**config.mk**
```make
export PLATFORM = sky130hd
export DESIGN_NAME = tx_scheduler
export DESIGN_NICKNAME = d
export VERILOG_FILES = /design/src/rtl/tx_scheduler_pkg.sv /design/src/rtl/tx_scheduler_rr_arbiter.sv /design/src/rtl/tx_scheduler.sv
export SDC_FILE = /design/constraint.sdc
export NUM_CORES = 1
export LEC_CHECK = 0
export CORE_UTILIZATION = 50
export CTS_CLUSTER_DIAMETER = 150
export DETAILED_ROUTE_END_ITERATION = 8
export DONT_BUFFER_PORTS = 1
export PLACE_DENSITY = 0.71
export SYNTH_ARGS = -nofsm -noshare
export SYNTH_HDL_FRONTEND = slang
export SYNTH_SLANG_ARGS = --single-unit
```
**constraint.sdc**
```tcl
create_clock -name clk -period 1.91 [get_ports clk]
set_clock_uncertainty 0.2 [all_clocks]
set_input_delay 0.382 -clock clk [delete_from_list [all_inputs] [get_ports clk]]
set_output_delay 0.382 -clock clk [all_outputs]
set_load 0.005 [all_outputs]
```
**src/rtl/tx_scheduler_pkg.sv**
```systemverilog
// ---------------------------------------------------------------------------
// tx_scheduler_pkg
// Shared constants for the timestamp transmit scheduler:
//   - FSM state encodings (IDLE, LOAD, WAIT_BUSY, WAIT_DONE)
//   - channel-id field width carried in the top bits of every word
//   - default transmitter busy-acknowledge timeout
//   - saturating adder used by the optional drop counter
// ---------------------------------------------------------------------------
package tx_scheduler_pkg;

  localparam int CH_ID_W           = 4;
  localparam int BUSY_TIMEOUT_DFLT = 16;
  localparam int DROP_CNT_W        = 16;

  localparam logic [1:0] ST_IDLE      = 2'd0;
  localparam logic [1:0] ST_LOAD      = 2'd1;
  localparam logic [1:0] ST_WAIT_BUSY = 2'd2;
  localparam logic [1:0] ST_WAIT_DONE = 2'd3;

  // Add two counter values, pinning the result at all-ones on overflow.
  function automatic logic [DROP_CNT_W-1:0] sat_add(
    input logic [DROP_CNT_W-1:0] base,
    input logic [DROP_CNT_W-1:0] inc
  );
    logic [DROP_CNT_W:0] sum;
    sum = {1'b0, base} + {1'b0, inc};
    if (sum[DROP_CNT_W]) begin
      return {DROP_CNT_W{1'b1}};
    end else begin
      return sum[DROP_CNT_W-1:0];
    end
  endfunction

endpackage

```
**src/rtl/tx_scheduler_rr_arbiter.sv**
```systemverilog
// ---------------------------------------------------------------------------
// rr_arbiter
// Purely combinational round-robin pick: returns the first requesting index
// at or after ptr, wrapping modulo N. Usable for any shared resource.
// Ports:
//   req   in  N      request vector
//   ptr   in  IDX_W  index with highest priority this cycle
//   grant out IDX_W  chosen index (0 when nothing requests)
//   valid out 1      at least one request present
// ---------------------------------------------------------------------------
module rr_arbiter #(
  parameter int N     = 4,
  parameter int IDX_W = 4
) (
  input  logic [N-1:0]     req,
  input  logic [IDX_W-1:0] ptr,
  output logic [IDX_W-1:0] grant,
  output logic             valid
);

  logic [IDX_W-1:0] lo_idx_s;
  logic [IDX_W-1:0] hi_idx_s;
  logic             hi_v_s;

  // Scan downwards so the lowest matching index wins: lo_* is the wrap-around
  // fallback, hi_* the first request at or after the pointer.
  always_comb begin
    lo_idx_s = '0;
    hi_idx_s = '0;
    hi_v_s   = 1'b0;
    for (int i = N - 1; i >= 0; i--) begin
      lo_idx_s = req[i] ? IDX_W'(i) : lo_idx_s;
      hi_idx_s = (req[i] && (i >= int'(ptr))) ? IDX_W'(i) : hi_idx_s;
      hi_v_s   = (req[i] && (i >= int'(ptr))) ? 1'b1 : hi_v_s;
    end
    grant = hi_v_s ? hi_idx_s : lo_idx_s;
    valid = |req;
  end

endmodule

```
**src/rtl/tx_scheduler.sv**
```systemverilog
// ---------------------------------------------------------------------------
// tx_scheduler
// Captures the shared microsecond counter per sensor channel and hands the
// pending words round-robin to a single serial transmitter (start/busy).
// Build option: define TX_SCHED_DROP_COUNT_EN to add the drop_count output.
// Ports:
//   clk        in   1         system clock
//   rst        in   1         asynchronous active-low reset
//   capture    in   CHANNELS  per-channel single-cycle edge pulses
//   timestamp  in   64        free-running counter
//   tx_busy    in   1         transmitter busy
//   tx_data    out  64        {channel id, timestamp} presented to transmitter
//   tx_start   out  1         one-cycle transmit request
//   pending    out  CHANNELS  holding register valid flags
//   active     out  1         scheduler not idle
//   overrun    out  1         sticky: capture dropped or transfer timed out
//   drop_count out  16        saturating drop counter (option only)
// ---------------------------------------------------------------------------
module tx_scheduler
  import tx_scheduler_pkg::*;
#(
  parameter int CHANNELS     = 4,
  parameter int TS_WIDTH     = 64 - CH_ID_W,
  parameter int BUSY_TIMEOUT = BUSY_TIMEOUT_DFLT
) (
  input  logic                clk,
  input  logic                rst,
  input  logic [CHANNELS-1:0] capture,
  input  logic [63:0]         timestamp,
  input  logic                tx_busy,
  output logic [63:0]         tx_data,
  output logic                tx_start,
  output logic [CHANNELS-1:0] pending,
  output logic                active,
  output logic                overrun
`ifdef TX_SCHED_DROP_COUNT_EN
  ,
  output logic [15:0]         drop_count
`endif
);

  localparam int TO_W = $clog2(BUSY_TIMEOUT + 1);

  logic [1:0]          state_r;
  logic [1:0]          state_nxt_s;
  logic [CH_ID_W-1:0]  grant_r;
  logic [CH_ID_W-1:0]  ptr_r;
  logic [TO_W-1:0]     to_cnt_r;
  logic                active_r;
  logic [CHANNELS-1:0] pending_r;
  logic [TS_WIDTH-1:0] hold_r [CHANNELS];
  logic [63:0]         tx_data_r;
  logic                tx_start_r;
  logic                overrun_r;

  logic [CH_ID_W-1:0]  arb_grant_s;
  logic                arb_valid_s;
  logic                load_s;
  logic                timeout_s;
  logic [CHANNELS-1:0] clear_s;
  logic [CHANNELS-1:0] latch_s;
  logic [CHANNELS-1:0] drop_s;
  logic [TS_WIDTH-1:0] sel_hold_s;
  logic                unused_ts_s;

  // Only the low TS_WIDTH counter bits are kept; the id field replaces the rest.
  assign unused_ts_s = ^timestamp[63:TS_WIDTH];

  rr_arbiter #(
    .N     (CHANNELS),
    .IDX_W (CH_ID_W)
  ) u_arb (
    .req   (pending_r),
    .ptr   (ptr_r),
    .grant (arb_grant_s),
    .valid (arb_valid_s)
  );

  assign load_s    = (state_r == ST_LOAD);
  assign timeout_s = (state_r == ST_WAIT_BUSY) && !tx_busy &&
                     (to_cnt_r == TO_W'(BUSY_TIMEOUT - 1));
  // A capture landing on the channel being loaded refills it instead of
  // counting as an overrun: the old word has already been taken.
  assign latch_s   = capture & (~pending_r | clear_s);
  assign drop_s    = capture & pending_r & ~clear_s;

  // Decode the granted channel into a clear strobe and select its word.
  always_comb begin
    clear_s    = '0;
    sel_hold_s = '0;
    for (int i = 0; i < CHANNELS; i++) begin
      clear_s[i] = load_s && (grant_r == CH_ID_W'(i));
      sel_hold_s = (grant_r == CH_ID_W'(i)) ? hold_r[i] : sel_hold_s;
    end
  end

  // Next-state logic of the transfer FSM.
  always_comb begin
    state_nxt_s = state_r;
    case (state_r)
      ST_IDLE: begin
        if (arb_valid_s) begin
          state_nxt_s = ST_LOAD;
        end else begin
          state_nxt_s = ST_IDLE;
        end
      end
      ST_LOAD: begin
        state_nxt_s = ST_WAIT_BUSY;
      end
      ST_WAIT_BUSY: begin
        if (tx_busy) begin
          state_nxt_s = ST_WAIT_DONE;
        end else if (timeout_s) begin
          state_nxt_s = ST_IDLE;
        end else begin
          state_nxt_s = ST_WAIT_BUSY;
        end
      end
      ST_WAIT_DONE: begin
        if (!tx_busy) begin
          state_nxt_s = ST_IDLE;
        end else begin
          state_nxt_s = ST_WAIT_DONE;
        end
      end
      default: begin
        state_nxt_s = ST_IDLE;
      end
    endcase
  end

  // FSM state, latched grant, round-robin pointer and busy timeout counter.
  always_ff @(posedge clk or negedge rst) begin
    if (!rst) begin
      state_r  <= ST_IDLE;
      grant_r  <= '0;
      ptr_r    <= '0;
      to_cnt_r <= '0;
      active_r <= 1'b0;
    end else begin
      state_r  <= state_nxt_s;
      active_r <= (state_nxt_s != ST_IDLE);
      // Freeze the decision so captures arriving during LOAD cannot re-steer it.
      if ((state_r == ST_IDLE) && arb_valid_s) begin
        grant_r <= arb_grant_s;
      end
      if (load_s) begin
        ptr_r <= (grant_r == CH_ID_W'(CHANNELS - 1)) ? '0 : grant_r + CH_ID_W'(1);
      end
      if (state_r == ST_WAIT_BUSY) begin
        to_cnt_r <= to_cnt_r + TO_W'(1);
      end else begin
        to_cnt_r <= '0;
      end
    end
  end

  // Holding registers, pending flags and the registered transmitter interface.
  always_ff @(posedge clk or negedge rst) begin
    if (!rst) begin
      pending_r  <= '0;
      tx_data_r  <= '0;
      tx_start_r <= 1'b0;
      overrun_r  <= 1'b0;
      for (int i = 0; i < CHANNELS; i++) begin
        hold_r[i] <= '0;
      end
    end else begin
      pending_r  <= latch_s | (pending_r & ~clear_s);
      tx_start_r <= load_s;
      overrun_r  <= overrun_r | (|drop_s) | timeout_s;
      for (int i = 0; i < CHANNELS; i++) begin
        if (latch_s[i]) begin
          hold_r[i] <= timestamp[TS_WIDTH-1:0];
        end
      end
      // Sampled from the pre-update hold, so a coincident capture is not sent here.
      if (load_s) begin
        tx_data_r <= {grant_r, sel_hold_s};
      end
    end
  end

  assign tx_data  = tx_data_r;
  assign tx_start = tx_start_r;
  assign pending  = pending_r;
  assign active   = active_r;
  assign overrun  = overrun_r;

`ifdef TX_SCHED_DROP_COUNT_EN
  logic [DROP_CNT_W-1:0] drop_count_r;
  logic [DROP_CNT_W-1:0] drop_inc_s;

  assign drop_inc_s = DROP_CNT_W'($countones(drop_s)) + DROP_CNT_W'(timeout_s);

  // Saturating count of every lost word, several per cycle allowed.
  always_ff @(posedge clk or negedge rst) begin
    if (!rst) begin
      drop_count_r <= '0;
    end else begin
      drop_count_r <= sat_add(drop_count_r, drop_inc_s);
    end
  end

  assign drop_count = drop_count_r;
`endif

endmodule

```
**After elaboration in Yosys (flattened, before gate mapping)**

Cells that the tools add are included.

- Multiplexer cells: 24
- Reductions and logical operators: 17
- Equality and inequality tests: 7
- Order comparisons: 4
- Bitwise operators: 10
- Add/subtract/negate cells: 2

Operator list:

| cell | number |
|---|---|
| $mux W60 | 4 |
| $mux W4 | 8 |
| $and A4 B4 Y4 | 4 |
| $logic_and A1 B1 Y1 | 11 |
| $mux W2 | 5 |
| $eq A4 B2 Y1 const B | 2 |
| $ge A1 B4 Y1 const A | 2 |
| $ge A2 B4 Y1 const A | 2 |
| $not A4 Y4 | 2 |
| $or A4 B4 Y4 | 2 |
| $pmux W2 S4 | 1 |
| $reduce_or A4 Y1 | 2 |
| $add A5 B1 Y5 const B | 1 |
| $eq A5 B4 Y1 const B | 1 |
| $mux W1 | 5 |
| $mux W5 | 1 |
| $add A4 B1 Y4 const B | 1 |
| $eq A2 B2 Y1 const B | 2 |
| $eq A4 B1 Y1 const B | 1 |
| $logic_not A4 Y1 | 1 |
| $eq A2 B1 Y1 const B | 1 |
| $logic_not A2 Y1 | 1 |
| $or A1 B1 Y1 | 2 |
| $reduce_bool A2 Y1 | 1 |
| $logic_not A1 Y1 | 1 |

- Output and inout port bits: 71
- Register bits after elaboration: 326

**Longest topological paths before layout**

Gate-level depths: netlist (run 1).

- Word-level depth: 7
- Depth in mapped cells: 7

**Cells and area by module**

Synthesis (run 1) repeated with hierarchy kept, for this count alone.

- Cells, all modules: 987
- Area total of the unflattened synthesis: 13480.4 um2

By module, submodules not included:

| module | area each (um2) | sequential area each (um2) | times used | cells each |
|---|---|---|---|---|
| tx_scheduler | 13352.8 | 8157.8 | 1 | 967 |
| rr_arbiter | 127.6 | 0.0 | 1 | 20 |

**Worst setup path before layout (run 1)**

Ideal clock, no wire load.

- Kind: register to register
- Start point: register grant_r[0]
- End point: register hold_r[199] in the netlist's numbering
- Buffers on the path: 2
- Path slack: -0.067 ns
- Arrival time: 1.652 ns
- Stages on the path, launching flop included: 8
- Required time: 1.585 ns
- Cell sequence: dfrtp_1 -> inv_1 -> ha_1 -> buf_2 -> nand3b_4 -> a21boi_4 -> buf_6 -> mux2_2

- Longest elaborated chain between the ends: 4

RTL lines:

| what | line | RTL |
|---|---|---|
| start: declaration | tx_scheduler.sv:46 | `logic [CH_ID_W-1:0] grant_r;` |
| start signal: assignment | tx_scheduler.sv:146 | `grant_r <= arb_grant_s;` |
| $logic_not A4 Y1 | tx_scheduler.sv:92 | `clear_s[i] = load_s && (grant_r == CH_ID_W'(i));` |
| $logic_and A1 B1 Y1 | tx_scheduler.sv:92 |  |
| $or A4 B4 Y4 | tx_scheduler.sv:84 | `assign latch_s = capture & (~pending_r \| clear_s);` |
| $and A4 B4 Y4 | tx_scheduler.sv:84 |  |
| end signal: indexed assignment | tx_scheduler.sv:175 | `hold_r[i] <= timestamp[TS_WIDTH-1:0];` |
| end: declaration | tx_scheduler.sv:51 | `logic [TS_WIDTH-1:0] hold_r [CHANNELS];` |

No other way between the ends.
A chain may end at the register's enable or synchronous reset.

**Worst setup path after layout (run 1)**

- Start point: register grant_r[0]
- End point: register hold_r[117] in the netlist's numbering

- Longest elaborated chain between the ends: 4

RTL lines:

| what | line |
|---|---|
| $eq A4 B2 Y1 | tx_scheduler.sv:92 |
| $logic_and A1 B1 Y1 | tx_scheduler.sv:92 |
| $or A4 B4 Y4 | tx_scheduler.sv:84 |
| $and A4 B4 Y4 | tx_scheduler.sv:84 |

No other way between the ends.

==> results of run 1 <==
cells by family (layout without fill, tap and decap cells):
logic type / after synthesis / count (layout) / share of synthesized area [%]
XOR/XNOR: 2 / 2 / 0.1229
multiplexers: 241 / 241 / 19.02
adder cells (fa/ha/maj): 6 / 6 / 0.5264
AO/OA/AOI/OAI: 261 / 261 / 11.90
other: 1 / 3 / 0.02630
buffers and inverters: 159 / 286 / 5.782
AND/OR/NAND/NOR: 156 / 156 / 6.467
flip-flops: 320 / 320 / 56.16
flip-flops by register name, summed over array words and instances, names as in the netlist:
signal,cells
state_r,2
tx_data,62
hold_r,240
to_cnt_r,5
grant_r,2
overrun,1
pending,4
active,1
tx_start,1
ptr_r,2
area by class of cell:
cell class | count | area share, %
Sequential cell | 320 | 44.50
Inverter | 67 | 1.398
Clock inverter | 8 | 0.5006
Multi-Input combinational cell | 668 | 32.78
Clock buffer | 52 | 5.792
Timing Repair Buffer | 159 | 12.39
Antenna cell | 1 | 0.01391
Tap cell | 378 | 2.628
cells in the mapped netlist (3+ instances only):
cell type    n
o31ai_1      3
a221o_1     61
o21ai_0      3
nor2_1      66
buf_6       24
a21boi_4     4
a21o_1       4
nand2b_1     5
buf_2       16
clkbuf_1    42
nand3b_1    60
inv_1       66
dfrtp_1    320
nand2_1      9
a21oi_1    182
nand3b_4     4
mux2_1      39
nand3_1      4
ha_1         6
mux2_2     201
buf_4        7
metal layers:
layer	wire [um]	GRT usage, %	up-vias
met2	17620	39.11	309
li1	-	-	4294
met1	16420	33.19	5126
met5	0	0	-
met4	863	8.152	0
met3	2444	4.626	66
worst reg2reg max path, stage by stage (launching register included):
cell and delay [ps]:
dfrtp_1 420, inv_2 130, ha_4 170, nand3b_4 100, a21boi_4 250, buf_12 160, buf_12 170, mux2_2 370
per-stage QoR:
stage / util (%) / setup WS (ps) / hold slack [ps]
after global routing: 64.42 / -246.9 / -634.2
after detailed placement: 53.39 / -147.1 / -103.8
after floorplan: - / 1.867 / -113.6
after CTS: 61.66 / -160.4 / -641.2
after global placement: 53.39 / -125.2 / -95.36
final: 64.42 / -194.4 / -615.3
how the worst max path moves through the flow:
| stage | endpoint | slack (ps) | depth (start not counted) |
|---|---|---|---|
| global route | hold_r[152] | -250 | 7 |
| detailed placement | hold_r[233] | -150 | 6 |
| floorplan | hold_r[199] | 2 | 7 |
| global placement | hold_r[225] | -130 | 6 |
| finish | hold_r[117] | -190 | 7 |
| CTS | hold_r[168] | -160 | 7 |
timing repair:
action,4_1_cts,5_1_grt
hold buffers,64,1
endpoints found under the hold margin,568,324
endpoints found under the setup margin,300,304
gates resized for setup,34,115
cloned,11,12
pin swaps,2,10
buffers inserted,15,8
power groups by stage:
stage | Sequential, mW | Clock [mW] | Combinational (mW)
6_report | 12.3 | 6.64 | 13.6
3_3_place_gp | 12.1 | 0 | 10.5
3_5_place_dp | 12.3 | 0 | 10.8
4_1_cts | 12.2 | 6.78 | 11.9
5_1_grt | 12.7 | 7.06 | 14.6
2_1_floorplan | 11.6 | 0 | 8.18
==> impl_results.md, run 1 <==
- Drt wl/cell: 22.60 um
- CP endpoint kind: register
- Fin area: 17990 um2
- Number of synthesized flops with an enable pin: 0
- Crit-path max cell delay: 420 ps
- Vias in the first global route: ~10000
- Initial Utilization: 51.05%
- Layout cells sized above 1: around a third
- Drt first pass iters: 5
- Flops & latches, synth: 320
- Max_slew headroom: 19.77%
- PwrDens: between 1500 and 2000 nW/um2
- Maximum root-to-sink buffer count: 3
- Pint: approximately 22 mW
- Die height: 170.9 um
- P_sw: 10.79 mW
- Antenna Nets Post-Route: 0
- Crit Path Max Fanout: 15
- Slowest-stage cell, CP: dfrtp_1
- Cells after synthesis: about 1100
- Worst Hold Class: in2async
- Max-slew violations: 0
- Hpwl dp: 18570 um
- Core area: ~28000 um2
- Dpl cells: 1485
- Mapped cell area: 14260 um2
- Yosys cell types: 38
- Vias per cell: a little under 6
- First-pass GRT wire length: around 55000 um
- Commonest cells after routing, fill and taps aside: 320 x dfrtp_1, 162 x a21oi_1, 138 x mux2_2
- Tot Pwr: 32.50 mW
- Final Worst Setup Slack: -194.4 ps
- Largest net degree at the start of global routing: 321
- Warnings from Yosys: 0
- CTS tree: yes
- # Max-Cap Violations: 0
- GRT Residual Overflow: 0
- Critical path class: reg2reg
- Status: complete, but fails checks
- Syn_area_per_cell: 12.44 um2
- Commonest non-fill, non-tap cell in the layout: dfrtp_1
- Seq/Total Area, Yosys: 56.16%
- Peak VDD IR: 1187 uV
- Area Overhead vs Synth: 26.19%
- Largest cells by area after synthesis: dfrtp_1 56%, mux2_2 16%, a21oi_1 6.4%, a221o_1 4.3%, nand3b_1 3.2%
- Final Hold Fails: 320
- NumNets Final: 1328
- Setup tns final: -31900 ps
- Terminus of the critical flop-to-flop path: hold_r[117]
- Clock root buffer: clkbuf_16
- Net Sw Frac: 33.21%
- Io pins: 142
- Largest delay share family, worst path: buffers and inverters
- Minimum clock period after layout: between 2000 and 2500 ps
- Gpl congestion: 0.8049
- I/O Buffers: 0
- Crit start category: register
- H-tree depth: 2
- Arrival time worst endpoint: 2290 ps
- Detailed-route DRC error count: 0
- Top cell type's share of synthesized area: roughly 56%
- DRT Wirelength: 37350 um
- Crit path from: grant_r[0]
- Gr usage total: 24.34%
- Worst Tran Pin Value: 1203 ps
- Fill cells: 2008
- Fin crit share: 110.2%
- DR vias: about 10000
- Clock power share: 20.4%
- DIE WIDTH: 170.9 um
- Num CTS Buffers: 35
- Leak pwr: 7.798 nW
- Ys async rst share: 100.0%
- Seq pwr share: 37.8%
- R2r setup slk: -190 ps
- Gate power share: between 40% and 50%
- Multi-input gate area: 5898 um2
- DRT iter0 DRCs: 738
- Sequential Area: around 8000 um2
- RSZ-0062 raised after global routing: yes
- Final Non-Filler Cells: about 1700
- Initial antenna violation count: 1
- Failing checks: hold timing, setup timing
- Clock Latency Late Sink: 510 ps
- Worst reg2reg path startpoint: grant_r[0]
- WP data required: 2100 ps
- Rows: 61
- Finish-stage setup viols: 276
- Clk pin slew, worst setup/hold paths: 60 ps
- TritonCTS Sinks: 320
- Sum of buffers and inverters on the critical path: 3
- Area leader, netlist: dfrtp_1
- Most used cell, CP: buf_12
- Fmax: 475.2 MHz
- CP cell instances: inv_2, ha_4, nand3b_4, a21boi_4, buf_12, buf_12, mux2_2
- Placed cell area: 14910 um2
- Die ar.: approximately 29000 um2
- Ys flop type: dfrtp_1
- R2R cell count: 7
- Min Hold Slack: -615.3 ps
(Power assumes the default switching activity.)
==> run 2: changes to the inputs <==
PLACE_DENSITY = 0.79   (was 0.71)
==> impl_results.md, run 2 (synthesized netlist as in run 1, its figures left out) <==
- Status: complete, but fails checks
- Failing checks: hold timing, setup timing
- Min Hold Slack: -629.2 ps
- Clock Latency Late Sink: 510 ps
- TritonCTS Sinks: 320
- R2r setup slk: -160 ps
- DR vias: about 10000
- Vias in the first global route: 9919
- Vias per cell: 5.939
- Arrival time worst endpoint: roughly 2300 ps
- Final Worst Setup Slack: -160.7 ps
- Drt first pass iters: 5
- H-tree depth: 2
- Drt wl/cell: 23.00 um
- # Max-Cap Violations: 0
- Initial Utilization: 51.05%
- DRT iter0 DRCs: 701
- R2R cell count: 7
- Critical path class: reg2reg
- Area Overhead vs Synth: 24.96%
- Final Non-Filler Cells: approximately 1600
- CTS tree: yes
- Initial antenna violation count: 0
- Fmax: about 480 MHz
- Worst reg2reg path startpoint: grant_r[1]
- Gpl congestion: 0.7892
- Commonest cells after routing, fill and taps aside: 320 x dfrtp_1, 174 x a21oi_1, 116 x mux2_2
- Pre-CTS WS: -177.4 ps
- Die ar.: 29200 um2
- Worst Tran Pin Value: 949.9 ps
- Antenna Nets Post-Route: 0
- DIE WIDTH: 170.9 um
- N_diodes: 0
- Num CTS Buffers: 35
- Layout cells sized above 1: 29.91%
- Finish-stage setup viols: between 200 and 300
- Reg with most FFs: hold_r
- PwrDens: ~1800 nW/um2
- Crit start category: register
- First-pass GRT wire length: 55270 um
- Multi-input gate area: 5906 um2
- Io pins: 142
- RSZ-0062 raised after global routing: yes
- Dpl cells: around 1500
- Largest net degree at the start of global routing: 321
- Core area: 27930 um2
- Terminus of the critical flop-to-flop path: hold_r[101]
- Max-slew violations: 0
- Leak pwr: 7.755 nW
- Peak VDD IR: 1109 uV
- Minimum clock period after layout: slightly above 2000 ps
- Final Hold Fails: between 300 and 400
- Hpwl dp: 18710 um
- I/O Buffers: 0
- Crit Path Max Fanout: 7
- Worst Hold Class: in2async
- CP endpoint kind: register
- Final core occ: between 60% and 70%
- Max_slew headroom: 36.67%
- CTS hold repair buffers: 65
- Sequential Area: around 8000 um2
- WP data required: 2090 ps
- Maximum root-to-sink buffer count: 3
- Largest register FFs: 240
- DRT Wirelength: 37830 um
- Clk pin slew, worst setup/hold paths: about 60 ps
- Clock root buffer: clkbuf_16
- NumNets Final: between 1000 and 1500
- Setup tns final: -29130 ps
- Fill cells: roughly 2000
- Placed cell area: 14830 um2
- Tot Pwr: 31.92 mW
- Fin area: 17820 um2
- Commonest non-fill, non-tap cell in the layout: dfrtp_1
- Gr usage total: 24.43%
- Rows: 61
- Die height: between 150 and 200 um
- Fin crit share: 108.4%
- GRT Residual Overflow: 0
- Detailed-route DRC error count: 0
-- run 2: cell types whose count changed in the layout (fill, tap and decap cells not counted), moves of 3 or more --
cell	before	now
clkinv_2	6	2
a21oi_2	20	8
buf_8	2	6
buf_6	10	14
mux2_1	18	21
mux2_4	84	103
a21oi_1	162	174
mux2_2	138	116
buf_12	34	22
-- run 2: how the worst max path moves through the flow --
stage	slack [ps]	to	cells past startpoint	from
floorplan	2	hold_r[199]	7	grant_r[0]
global placement	-110	hold_r[239]	6	grant_r[1]
detailed placement	-180	hold_r[219]	6	grant_r[1]
CTS	-140	hold_r[162]	6	grant_r[0]
global route	-230	hold_r[11]	7	grant_r[0]
finish	-160	hold_r[101]	7	grant_r[1]
-- run 2: layout make-up --
class / instances / area share (%)
clock buffers: 55 / 5.905
clock inverters: 5 / 0.3651
inverters: 67 / 1.411
multi-input cells: 668 / 33.14
flip-flops and latches: 320 / 44.94
well taps: 378 / 2.654
repair buffers: 152 / 11.59
-- run 2: where the power goes --
group          switching, mW  internal (mW)  total, mW
sequential              2.16           10.2       12.4
clock                   2.67           3.92       6.59
combinational           5.87           7.12       13.0
-- run 2: repair_timing --
action	CTS	global route
cloned	10	11
setup buffers	15	4
pin swaps	4	4
hold endpoints to repair	568	320
resized for setup	67	87
endpoints found under the setup margin	286	301
-- run 2: routing by layer --
metal,part of all wire (%),vias to the layer above,track usage (%)
li1,-,4268,-
met1,43,5121,32.79
met2,47,324,38.85
met3,7.1,57,5.991
met4,2.5,0,8.113
met5,0,-,0
-- run 2: worst max-delay path: stages (launching register included) --
cell,delay [ps]
dfrtp_1,370
buf_4,160
ha_4,160
nand3b_4,100
a21boi_4,270
buf_8,190
clkbuf_16,190
mux2_4,300
==> run 3: changes to the inputs <==
CTS_CLUSTER_SIZE = 28   (was not set)
==> impl_results.md, run 3 (synthesized netlist as in run 1, its figures left out) <==
- Placed cell area: around 15000 um2
- Highest routed layer: met4
- Detailed-route DRC error count: 0
- Core area: about 28000 um2
- Multi-input gate area: 6000 um2
- Finish-stage setup viols: 281
- Crit path from: grant_r[0]
- Crit start category: register
- Hpwl dp: 18710 um
- Clock root buffer: clkbuf_16
- Initial Utilization: 51.05%
- DRT Wirelength: between 30000 and 40000 um
- Drt wl/cell: around 24 um
- Final Hold Fails: 320
- Largest register FFs: 240
- Leak pwr: 7.497 nW
- GRT Residual Overflow: 0
- Drt first pass iters: 5
- Slowest-stage cell, CP: dfrtp_1
- Die height: ~170 um
- WP data required: around 2100 ps
- Sequential Area: 8008 um2
- RSZ-0062 raised after global routing: yes
- DR vias: a little under 10000
- CP cell instances: inv_2, ha_4, nand3b_4, a21boi_4, buf_12, clkbuf_16, mux2_2
- NumNets Final: roughly 1300
- Area Overhead vs Synth: 21.11%
- DRT iter0 DRCs: 670
- Worst Hold Class: in2async
- Fin crit share: 108.0%
- Met3 wire length: 2533 um
- Rows: 61
- Min Hold Slack: -631.0 ps
- Commonest cells after routing, fill and taps aside: 320 x dfrtp_1, 170 x a21oi_1, 124 x mux2_4
- Final Worst Setup Slack: -153.4 ps
- Gr usage total: 23.08%
- Status: complete, but fails checks
- Vias per cell: 6.074
- Arrival time worst endpoint: 2260 ps
- Worst reg2reg path startpoint: grant_r[0]
- Antenna Nets Post-Route: 0
- Max_slew headroom: 54.41%
- Io pins: 142
- N_diodes: 0
- Fill cells: ~2100
- First-pass GRT wire length: roughly 53000 um
- Wl on met1: 16490 um
- Crit Path Max Fanout: 9
- Commonest non-fill, non-tap cell in the layout: dfrtp_1
- Fmax: 484.6 MHz
- DIE WIDTH: around 170 um
- Sum of buffers and inverters on the critical path: 3
- Num CTS Buffers: 15
- Pre-CTS WS: -177.4 ps
- Initial antenna violation count: 0
- CTS tree: yes
- Minimum clock period after layout: 2063 ps
- Peak VDD IR: 1159 uV
- Max-slew violations: 0
- Failing checks: hold timing, setup timing
- Die ar.: 29200 um2
- CTS hold repair buffers: 65
- Largest delay share family, worst path: buffers and inverters
- Gpl congestion: 0.7892
- Clock Latency Late Sink: around 510 ps
- Final core occ: 61.82%
- Worst Tran Pin Value: 683.9 ps
- Layout cells sized above 1: 28.82%
- I/O Buffers: 0
- Maximum root-to-sink buffer count: 3
- Critical path class: reg2reg
- # Max-Cap Violations: 0
- Vias in the first global route: between 9000 and 10000
- Clk pin slew, worst setup/hold paths: 110 ps
- H-tree depth: 1
- Largest net degree at the start of global routing: about 320
- TritonCTS Sinks: 320
- PwrDens: 1707 nW/um2
- Fin area: between 15000 and 20000 um2
- Crit-path max cell delay: 420 ps
- Setup tns final: -25710 ps
- CP endpoint kind: register
- Met2 routed WL: 18980 um
- Reg with most FFs: hold_r
-- run 3: changes by cell type in the layout (fill, tap and decap cells not counted), moves of 8 or more --
cell / before / now
clkbuf_1: 11 / 0
clkbuf_16: 45 / 31
clkbuf_8: 8 / 0
mux2_4: 103 / 124
mux2_2: 116 / 96
-- run 3: area by class of cell --
class / instances / share of cell area, %
Clock buffer: 15 / 2.173
Clock inverter: 1 / 0.09418
Inverter: 67 / 1.456
Multi-Input combinational cell: 668 / 34.74
Sequential cell: 320 / 46.37
Tap cell: 378 / 2.739
Timing Repair Buffer: 154 / 12.43
-- run 3: through the flow --
stage,cells,power (mW)
after floorplan,1147,19.79
after global placement,1482,22.27
after detailed placement,1482,22.91
after CTS,1579,27.44
after global routing,1603,31.09
final,1603,29.48
-- run 3: report_power, final --
| group | internal [mW] | switching, mW | total (mW) |
|---|---|---|---|
| sequential | 10.1 | 2.23 | 12.4 |
| clock | 1.45 | 2.13 | 3.58 |
| combinational | 7.45 | 6.08 | 13.5 |
-- run 3: path summary, 6_finish.rpt --
path / end / slack [ps] / depth (start not counted)
worst max-delay path: hold_r[73] / -150 / 7
worst min-delay path: tx_data[12] / -630 / 0
worst max register to register: hold_r[73] / -150 / 7
worst min register to register: to_cnt_r[0] / 270 / 1
max in group asynchronous: hold_r[202] / 1570 / 0
min in group clk: overrun / 230 / 3
-- run 3: timing repair --
action	in CTS	in global routing
resized for setup	62	127
cloned	6	19
endpoints found under the hold margin	568	320
pin swaps	3	8
endpoints found under the setup margin	290	302
setup buffers	10	9
-- run 3: layer usage --
| metal | vias to the layer above | GRT usage, % |
|---|---|---|
| li1 | 4209 | - |
| met3 | 44 | 3.956 |
| met1 | 5138 | 31.77 |
| met4 | 0 | 4.891 |
| met2 | 345 | 38.37 |
| met5 | - | 0 |
